**src/rtl/boot_loader_uart.sv**
```systemverilog
// rtl/boot_loader_uart.sv - UART boot loader writing a word image into instruction memory; optional BOOT_CHECKSUM_EN
module boot_loader_uart #(
   parameter int CLKS_PER_BIT = 434,
   parameter int ADDR_W       = 8
) (
   input  logic              clk,
   input  logic              reset,
   input  logic              rx,
   output logic              imem_we,
   output logic [ADDR_W-1:0] imem_addr,
   output logic [31:0]       imem_wdata,
   output logic              cpu_reset,
   output logic              load_done,
   output logic              err
);

   localparam int CNT_W = $clog2(CLKS_PER_BIT);
   localparam logic [CNT_W-1:0] FULL_CNT = CNT_W'(CLKS_PER_BIT - 1);
   localparam logic [CNT_W-1:0] HALF_CNT = CNT_W'(CLKS_PER_BIT / 2 - 1);
   localparam logic [15:0]      MAX_WORDS = 16'(1 << ADDR_W);

   localparam logic [1:0] RX_IDLE  = 2'd0;
   localparam logic [1:0] RX_START = 2'd1;
   localparam logic [1:0] RX_DATA  = 2'd2;
   localparam logic [1:0] RX_STOP  = 2'd3;

   localparam logic [2:0] L_LEN_LO = 3'd0;
   localparam logic [2:0] L_LEN_HI = 3'd1;
   localparam logic [2:0] L_DATA   = 3'd2;
   localparam logic [2:0] L_DONE   = 3'd4;
   localparam logic [2:0] L_ERR    = 3'd5;
`ifdef BOOT_CHECKSUM_EN
   localparam logic [2:0] L_CHK    = 3'd3;
   localparam logic [2:0] L_FINAL  = L_CHK;
`else
   localparam logic [2:0] L_FINAL  = L_DONE;
`endif

   logic             rx_meta;
   logic             rx_sync;
   logic             rx_prev;
   logic [1:0]       rx_state;
   logic [CNT_W-1:0] clk_cnt;
   logic [2:0]       bit_idx;
   logic [7:0]       rx_shift;
   logic [7:0]       rx_byte;
   logic             byte_valid;
   logic             frame_err;

   logic [2:0]       l_state;
   logic [7:0]       len_lo;
   logic [15:0]      n_words;
   logic [ADDR_W:0]  word_idx;
   logic [1:0]       byte_idx;
   logic [23:0]      word_buf;
`ifdef BOOT_CHECKSUM_EN
   logic [7:0]       chk_xor;
`endif

   // Two-flop synchronizer for the asynchronous line, plus one delayed copy for edge detection
   always_ff @(posedge clk) begin
      if (reset) begin
         rx_meta <= 1'b1;
         rx_sync <= 1'b1;
         rx_prev <= 1'b1;
      end else begin
         rx_meta <= rx;
         rx_sync <= rx_meta;
         rx_prev <= rx_sync;
      end
   end

   // 8N1 receiver: mid-bit sampling, start-bit glitch rejection, stop-bit framing check
   always_ff @(posedge clk) begin
      if (reset) begin
         rx_state   <= RX_IDLE;
         clk_cnt    <= '0;
         bit_idx    <= '0;
         rx_shift   <= '0;
         rx_byte    <= '0;
         byte_valid <= 1'b0;
         frame_err  <= 1'b0;
      end else begin
         byte_valid <= 1'b0;
         frame_err  <= 1'b0;
         case (rx_state)
            RX_IDLE: begin
               // the edge-detect cycle already counts toward the half-bit delay
               clk_cnt <= CNT_W'(1);
               bit_idx <= '0;
               if (rx_prev && !rx_sync) rx_state <= RX_START;
            end
            RX_START: begin
               if (clk_cnt >= HALF_CNT) begin
                  clk_cnt  <= '0;
                  rx_state <= rx_sync ? RX_IDLE : RX_DATA;
               end else begin
                  clk_cnt <= clk_cnt + 1'b1;
               end
            end
            RX_DATA: begin
               if (clk_cnt == FULL_CNT) begin
                  clk_cnt  <= '0;
                  rx_shift <= {rx_sync, rx_shift[7:1]};
                  bit_idx  <= bit_idx + 3'd1;
                  if (bit_idx == 3'd7) rx_state <= RX_STOP;
               end else begin
                  clk_cnt <= clk_cnt + 1'b1;
               end
            end
            RX_STOP: begin
               if (clk_cnt == FULL_CNT) begin
                  clk_cnt  <= '0;
                  rx_state <= RX_IDLE;
                  if (rx_sync) begin
                     byte_valid <= 1'b1;
                     rx_byte    <= rx_shift;
                  end else begin
                     frame_err <= 1'b1;
                  end
               end else begin
                  clk_cnt <= clk_cnt + 1'b1;
               end
            end
            default: rx_state <= RX_IDLE;
         endcase
      end
   end

   // Loader: length capture, little-endian word assembly, memory writes, done/error tracking
   always_ff @(posedge clk) begin
      if (reset) begin
         l_state    <= L_LEN_LO;
         len_lo     <= '0;
         n_words    <= '0;
         word_idx   <= '0;
         byte_idx   <= '0;
         word_buf   <= '0;
         imem_we    <= 1'b0;
         imem_addr  <= '0;
         imem_wdata <= '0;
`ifdef BOOT_CHECKSUM_EN
         chk_xor    <= '0;
`endif
      end else begin
         imem_we <= 1'b0;
         if (frame_err && l_state != L_DONE && l_state != L_ERR) begin
            l_state <= L_ERR;
         end else begin
            case (l_state)
               L_LEN_LO: begin
                  if (byte_valid) begin
                     len_lo  <= rx_byte;
                     l_state <= L_LEN_HI;
                  end
               end
               L_LEN_HI: begin
                  if (byte_valid) begin
                     n_words  <= {rx_byte, len_lo};
                     word_idx <= '0;
                     byte_idx <= '0;
`ifdef BOOT_CHECKSUM_EN
                     chk_xor  <= '0;
`endif
                     if ({rx_byte, len_lo} == 16'd0) l_state <= L_FINAL;
                     else if ({rx_byte, len_lo} > MAX_WORDS) l_state <= L_ERR;
                     else l_state <= L_DATA;
                  end
               end
               L_DATA: begin
                  if (byte_valid) begin
                     byte_idx <= byte_idx + 2'd1;
`ifdef BOOT_CHECKSUM_EN
                     chk_xor  <= chk_xor ^ rx_byte;
`endif
                     if (byte_idx == 2'd3) begin
                        imem_we    <= 1'b1;
                        imem_addr  <= word_idx[ADDR_W-1:0];
                        imem_wdata <= {rx_byte, word_buf};
                        word_idx   <= word_idx + 1'b1;
                     end else begin
                        word_buf <= {rx_byte, word_buf[23:8]};
                     end
                  end else if (imem_we && 16'(word_idx) == n_words) begin
                     // leave one cycle after the final write so the release trails the last pulse
                     l_state <= L_FINAL;
                  end
               end
`ifdef BOOT_CHECKSUM_EN
               L_CHK: begin
                  if (byte_valid) l_state <= (rx_byte == chk_xor) ? L_DONE : L_ERR;
               end
`endif
               L_DONE:  l_state <= L_DONE;
               L_ERR:   l_state <= L_ERR;
               default: l_state <= L_ERR;
            endcase
         end
      end
   end

   assign cpu_reset = (l_state != L_DONE);
   assign load_done = (l_state == L_DONE);
   assign err       = (l_state == L_ERR);

endmodule

```
**config.mk**
```make
export PLATFORM = sky130hd
export DESIGN_NAME = boot_loader_uart
export DESIGN_NICKNAME = d
export VERILOG_FILES = /design/src/rtl/boot_loader_uart.sv
export SDC_FILE = /design/constraint.sdc
export NUM_CORES = 1
export LEC_CHECK = 0
export ABC_AREA = 0
export ABC_CLOCK_PERIOD_IN_PS = 3600
export CELL_PAD_IN_SITES_DETAIL_PLACEMENT = 0
export CELL_PAD_IN_SITES_GLOBAL_PLACEMENT = 2
export CORE_ASPECT_RATIO = 1.5
export CORE_MARGIN = 5
export CORE_UTILIZATION = 37
export CTS_BUF_LIST = sky130_fd_sc_hd__clkbuf_4 sky130_fd_sc_hd__clkbuf_8 sky130_fd_sc_hd__clkbuf_16
export DETAILED_ROUTE_END_ITERATION = 10
export PLACE_DENSITY_LB_ADDON = 0.1
export SYNTH_ARGS = -nofsm -noshare
export SYNTH_HDL_FRONTEND = slang
export SYNTH_SLANG_ARGS = --single-unit
export TNS_END_PERCENT = 50
```
**constraint.sdc**
```tcl
create_clock -name clk -period 3.6 [get_ports clk]
set_clock_uncertainty 0.15 [all_clocks]
set_input_delay 0.36 -clock clk [delete_from_list [all_inputs] [get_ports clk]]
set_output_delay 0.36 -clock clk [all_outputs]
set_load 0.005 [all_outputs]
```
### Word level (Yosys, flattened, before mapping)

Index checks and enable logic that the tools add are counted.
W data, S select, Z words.

| word-level totals | value |
|---|---|
| input port bits | 3 |
| register bits | 138 |

| cells by class | value |
|---|---|
| equality and inequality tests | 28 |
| reduce and logical (&&, ||, !) cells | 26 |
| bitwise operators | 6 |
| order comparisons | 2 |
| $add $sub $neg | 4 |
| muxes and demuxes | 30 |

Operators by type and width:

| kind | count |
|---|---|
| $mux W9 | 5 |
| $pmux W9 S3 | 1 |
| $mux W3 | 8 |
| $ne A2 B2 Y1 const B | 11 |
| $reduce_and A4 Y1 | 5 |
| $add A9 B1 Y9 const B | 2 |
| $ne A3 B3 Y1 const B | 6 |
| $pmux W9 S2 | 1 |
| $eq A9 B16 Y1 | 1 |
| $gt A16 B9 Y1 const B | 1 |
| $logic_not A16 Y1 | 1 |
| $mux W2 | 8 |
| $pmux W3 S4 | 1 |
| $reduce_and A5 Y1 | 2 |
| $eq A3 B3 Y1 const B | 3 |
| $eq A9 B9 Y1 const B | 1 |
| $ge A9 B8 Y1 const B | 1 |
| $reduce_and A3 Y1 | 3 |
| $pmux W2 S4 | 1 |
| $eq A2 B2 Y1 const B | 3 |
| $not A1 Y1 | 6 |
| $pmux W3 S2 | 1 |
| $logic_and A1 B1 Y1 | 4 |
| $pmux W2 S2 | 1 |
| other kinds (14) | 19 |

### Depth between registers and ports, before layout

| logic depth | value |
|---|---|
| depth in word-level cells | 6 |
| mapped depth | 7 |
| mapped depth without buffers | 6 |

### Least setup slack after synthesis

OpenSTA, ideal clock, no wires.

| path | value |
|---|---|
| kind | flip-flop to flip-flop |
| start | register l_state[1] |
| end | register word_idx[5] |
| arrival time | 1.738 ns |
| cell stages (with the launch flop) | 6 |
| setup time | 0.071 ns |
| path buffers | 1 |
| path slack | 1.641 ns |
| cell sequence | dfxtp_1 > buf_4 > or3b_4 > or4_4 > or3_1 > a21oi_1 |

| on the way | value |
|---|---|
| word-level cells in the longest chain between the ends | 5 |
| elaborated cells on any way between the ends | 13 |

Ends and longest elaborated chain:

| what | line | text |
|---|---|---|
| start: declaration | 50 | `logic [2:0] l_state;` |
| start signal: assignment | 133 | `l_state <= L_LEN_LO;` |
| start signal: assignment | 148 | `l_state <= L_ERR;` |
| start signal: assignment | 154 | `l_state <= L_LEN_HI;` |
| $ne A3 B3 Y1 | 147 | `if (frame_err && l_state != L_DONE && l_state != L_ERR) begin` |
| $logic_and A1 B1 Y1 (2 in series) | 147 |  |
| $not A1 Y1 (no source line) | - |  |
| $reduce_and A5 Y1 (no source line) | - |  |
| end signal: assignment | 180 | `word_idx <= word_idx + 1'b1;` |
| end: declaration | 53 | `logic [ADDR_W:0] word_idx;` |

Parallel ways exist; a longest one is shown, timed or not.
A chain may end at the register's enable or synchronous reset.

### Worst setup path in the final report

| path | value |
|---|---|
| start | register l_state[2] |
| end | output port load_done |

| on the way | value |
|---|---|
| word-level cells in the longest chain between the ends | 1 |

Ends and longest elaborated chain:

| what | line | text |
|---|---|---|
| $eq A3 B3 Y1 | 203 | `assign load_done = (l_state == L_DONE);` |
| end: declaration | 13 | `output logic load_done,` |

No other way between the ends.

==> impl_metrics.yaml <==
placed_design:
  portBuffers: 46
  dp_hpwl_um: 8730
  post-place-ws_ns: 1.34
  place.gp.congestion: 0.781
  dp_cells: 855
power:
  ir_drop_mv: 0.265
  seqPwrFrac_pct: 48.4
  clock_power_share_pct: 50.4
  finalPower_mw: 3.17
  power_switching_mw: 0.712
  swShare_pct: 22.4
  internal-power_mw: 2.46
  p_comb_share_pct: 1.2
  power_density_mw_per_mm2: 487
  power.leakage_nw: 2.13
floorplan:
  die_x_um: 108
  dieArea_mm2: 0.0170
  rows: 53
  coreArea_mm2: 0.0141
  die_y_um: 157
  boundaryPins: 47
  start_util_pct: 37.9
critical_path:
  endpoint: "load_done"
  critPathSlowestCell: "clkdlybuf4s50_1"
  crit_path_end_kind: "output pin"
  cpLargestDelayFamily: "buffers and inverters"
  ff2ff_setup_slack_ns: 1.33
  crit_start: "l_state[2]"
  critPathKind: "reg2out"
  crit_fanout: 9
  timing.rr.end: "word_idx[8]"
  path_buf_inv: 1
  worst_path_largest_cell_delay_ns: 0.59
  path_cells: "nor3b_1 > clkdlybuf4s50_1"
  r2r-start: "l_state[1]"
  cp.required_ns: 3.09
  crit_arrival_ns: 1.97
  start_kind: "register"
  worstSetupPathDepth: 2
  reg2regPathDepth: 4
global_routing:
  grt-ovfl-total: 0
  antenna_found_initial: 0
  grt_max_degree: 69
  grt.total_usage_pct: 16.0
  grt_pass1_wl_um: 21400
  grt_pass1_vias: 4267
timing:
  setup_ws_ns: 1.12
  setup_viol_count_final: 0
  rsz0062_at_grt: "no"
  hold_ws_ns: 0.264
  fin_tns_setup_ns: 0
  post-route-min-period_ns: 2.48
  maxSlewViolCount: 0
  max_freq_mhz: 403
  hold_viol: 0
  finalCritPeriodShare_pct: 69.0
  worst_pin_slew_ns: 0.721
  slew_headroom_pct: 51.9
drt:
  avgViaCountPerCell: 4.96
  wl_um: 13000
  drt_iter0_drc: 154
  wl_per_cell_um: 14.6
  dr_total_vias: 4402
  drtAntennaViolNets: 0
  first_pass_iters: 4
  drc: 0
synth:
  yosys.area_share.simple_pct: 24.7
  syn_avg_cell_area_um2: 8.29
  synth_xor_area_share_pct: 3.11
  synth_top_family_by_area: "simple AND/OR/NAND/NOR gates"
  synthesis.area_mm2: 0.00535
  syn_inst: 645
  synth_compound_area_share_pct: 12.5
  synth_edf_count: 0
  async_flop_share_pct: 0
  synth_ff_type: "dfxtp_1"
  synth_warnings: 0
  synth_mux_area_share_pct: 3.00
  synthesis.nets: 655
  seq_area_frac_synth_pct: 51.7
  synthAdderAreaFrac_pct: 1.64
  synth_seq_cells: 138
  synth.distinct_cells: 45
clock_network:
  cts_setup_buffers: 0
  cts_tree: "built"
  cts_buffer_depth: 2
  post_cts_resized: 0
  clockRootBuffer: "clkbuf_16"
  clk_pin_slew_ns: 0.06
  cts_made_buffers: 17
  h-tree-depth: 4
  clk_latency_ns: 0.41
  clock-sinks: 138
  cts_hold_buf: 0
flow_run:
  cap_violations: 0
final_layout:
  area_delta_synth_final_pct: 21.8
  fin_cells: 887
  nNetsFinal: 692
  antenna_cells: 0
  drive_above_1_share_pct: 7.63
worst_hold_path:
  hold_path_class: "reg2reg"
status:
  status: "finished clean"
-- flip-flops by register name (all words and copies together) (netlist names), 2 cells and up, named ones only --
register,flops
word_idx,9
imem_wdata,32
clk_cnt,9
byte_idx,2
word_buf,24
len_lo,8
imem_addr,8
rx_byte,8
rx_shift,8
n_words,16
l_state,3
bit_idx,3
-- stage by stage --
step / utilization, % / cell area (um^2)
after global routing: 46.1 / 6510
after floorplan: - / 5350
final: 46.1 / 6510
after CTS: 46.1 / 6510
after global placement: 42.2 / 5960
after detailed placement: 42.2 / 5960
-- synth_stat cells, drive strengths merged (3+ instances only) --
cell | instances | area, um^2
nor2 | 40 | 150
nand4 | 8 | 50.1
dfxtp | 138 | 2760
inv | 9 | 33.8
xnor2 | 16 | 140
o21ai | 7 | 35.0
or4 | 5 | 41.3
and2 | 3 | 18.8
a211oi | 3 | 22.5
a21oi | 103 | 515
nand3 | 20 | 100
mux2i | 16 | 160
nor3 | 9 | 45.0
or3 | 6 | 37.5
buf | 11 | 57.6
or2 | 4 | 25.0
clkbuf | 25 | 93.8
ha | 7 | 87.6
nand2 | 182 | 683
nor4 | 5 | 37.5
xor2 | 3 | 26.3
-- cells by family (layout without fill, tap and decap cells) --
logic type / after synthesis / in the layout
xor gates and xnor gates: 19 / 19
muxes: 16 / 16
DFF: 138 / 138
AOI/OAI and AO/OA: 124 / 124
buffers and inverters: 45 / 95
and+or+nand+nor: 296 / 296
adders and majority gates: 7 / 7
-- layout by cell type, fill, tap and decap left out, drive strengths merged, types with 4 or more instances in the layout --
cell and n:
xnor2 16, clkbuf 20, nor4 5, clkinvlp 7, nor2 40, a21oi 103
inv 13, nor3 9, o21ai 7, mux2i 16, or4 5, dfxtp 138
or3 6, nand3 20, clkdlybuf4s50 45, nand4 8, or2 4, buf 9
ha 7, nand2 182
-- power groups by stage --
stage | logic [mW] | registers [mW] | clock network (mW)
after floorplan | 0.0270 | 1.57 | 0
after global placement | 0.0372 | 1.57 | 0
after detailed placement | 0.0379 | 1.57 | 0
after CTS | 0.0378 | 1.53 | 1.65
after global routing | 0.0419 | 1.53 | 1.72
final | 0.0373 | 1.53 | 1.60
-- per-layer routing --
layer,wire length [um],part of all wire [%],track usage [%]
met2,6830,53,29.1
met3,410,3.2,3.57
met1,5550,43,18.1
met4,191,1.5,6.14
met5,0,0,0
-- layout make-up --
cell class	count	area, um^2
fill	1450	7610
sequential	138	2760
multi-input combinational	462	2410
timing repair buffer	54	518
clock buffer	20	454
tap	192	240
clock inverter	12	92.6
inverter	9	33.8
-- how the worst min path moves through the flow --
| stage | from | slack (ns) | endpoint | cells past startpoint |
|---|---|---|---|---|
| 2_1_floorplan | rx_meta | 0.24 | rx_sync | 1 |
| 3_3_place_gp | rx_meta | 0.24 | rx_sync | 1 |
| 3_5_place_dp | rx_meta | 0.25 | rx_sync | 1 |
| 4_1_cts | rx_meta | 0.27 | rx_sync | 1 |
| 5_1_grt | rx_meta | 0.29 | rx_sync | 1 |
| 6_report | rx_meta | 0.26 | rx_sync | 1 |
(Power assumes the default switching activity.)
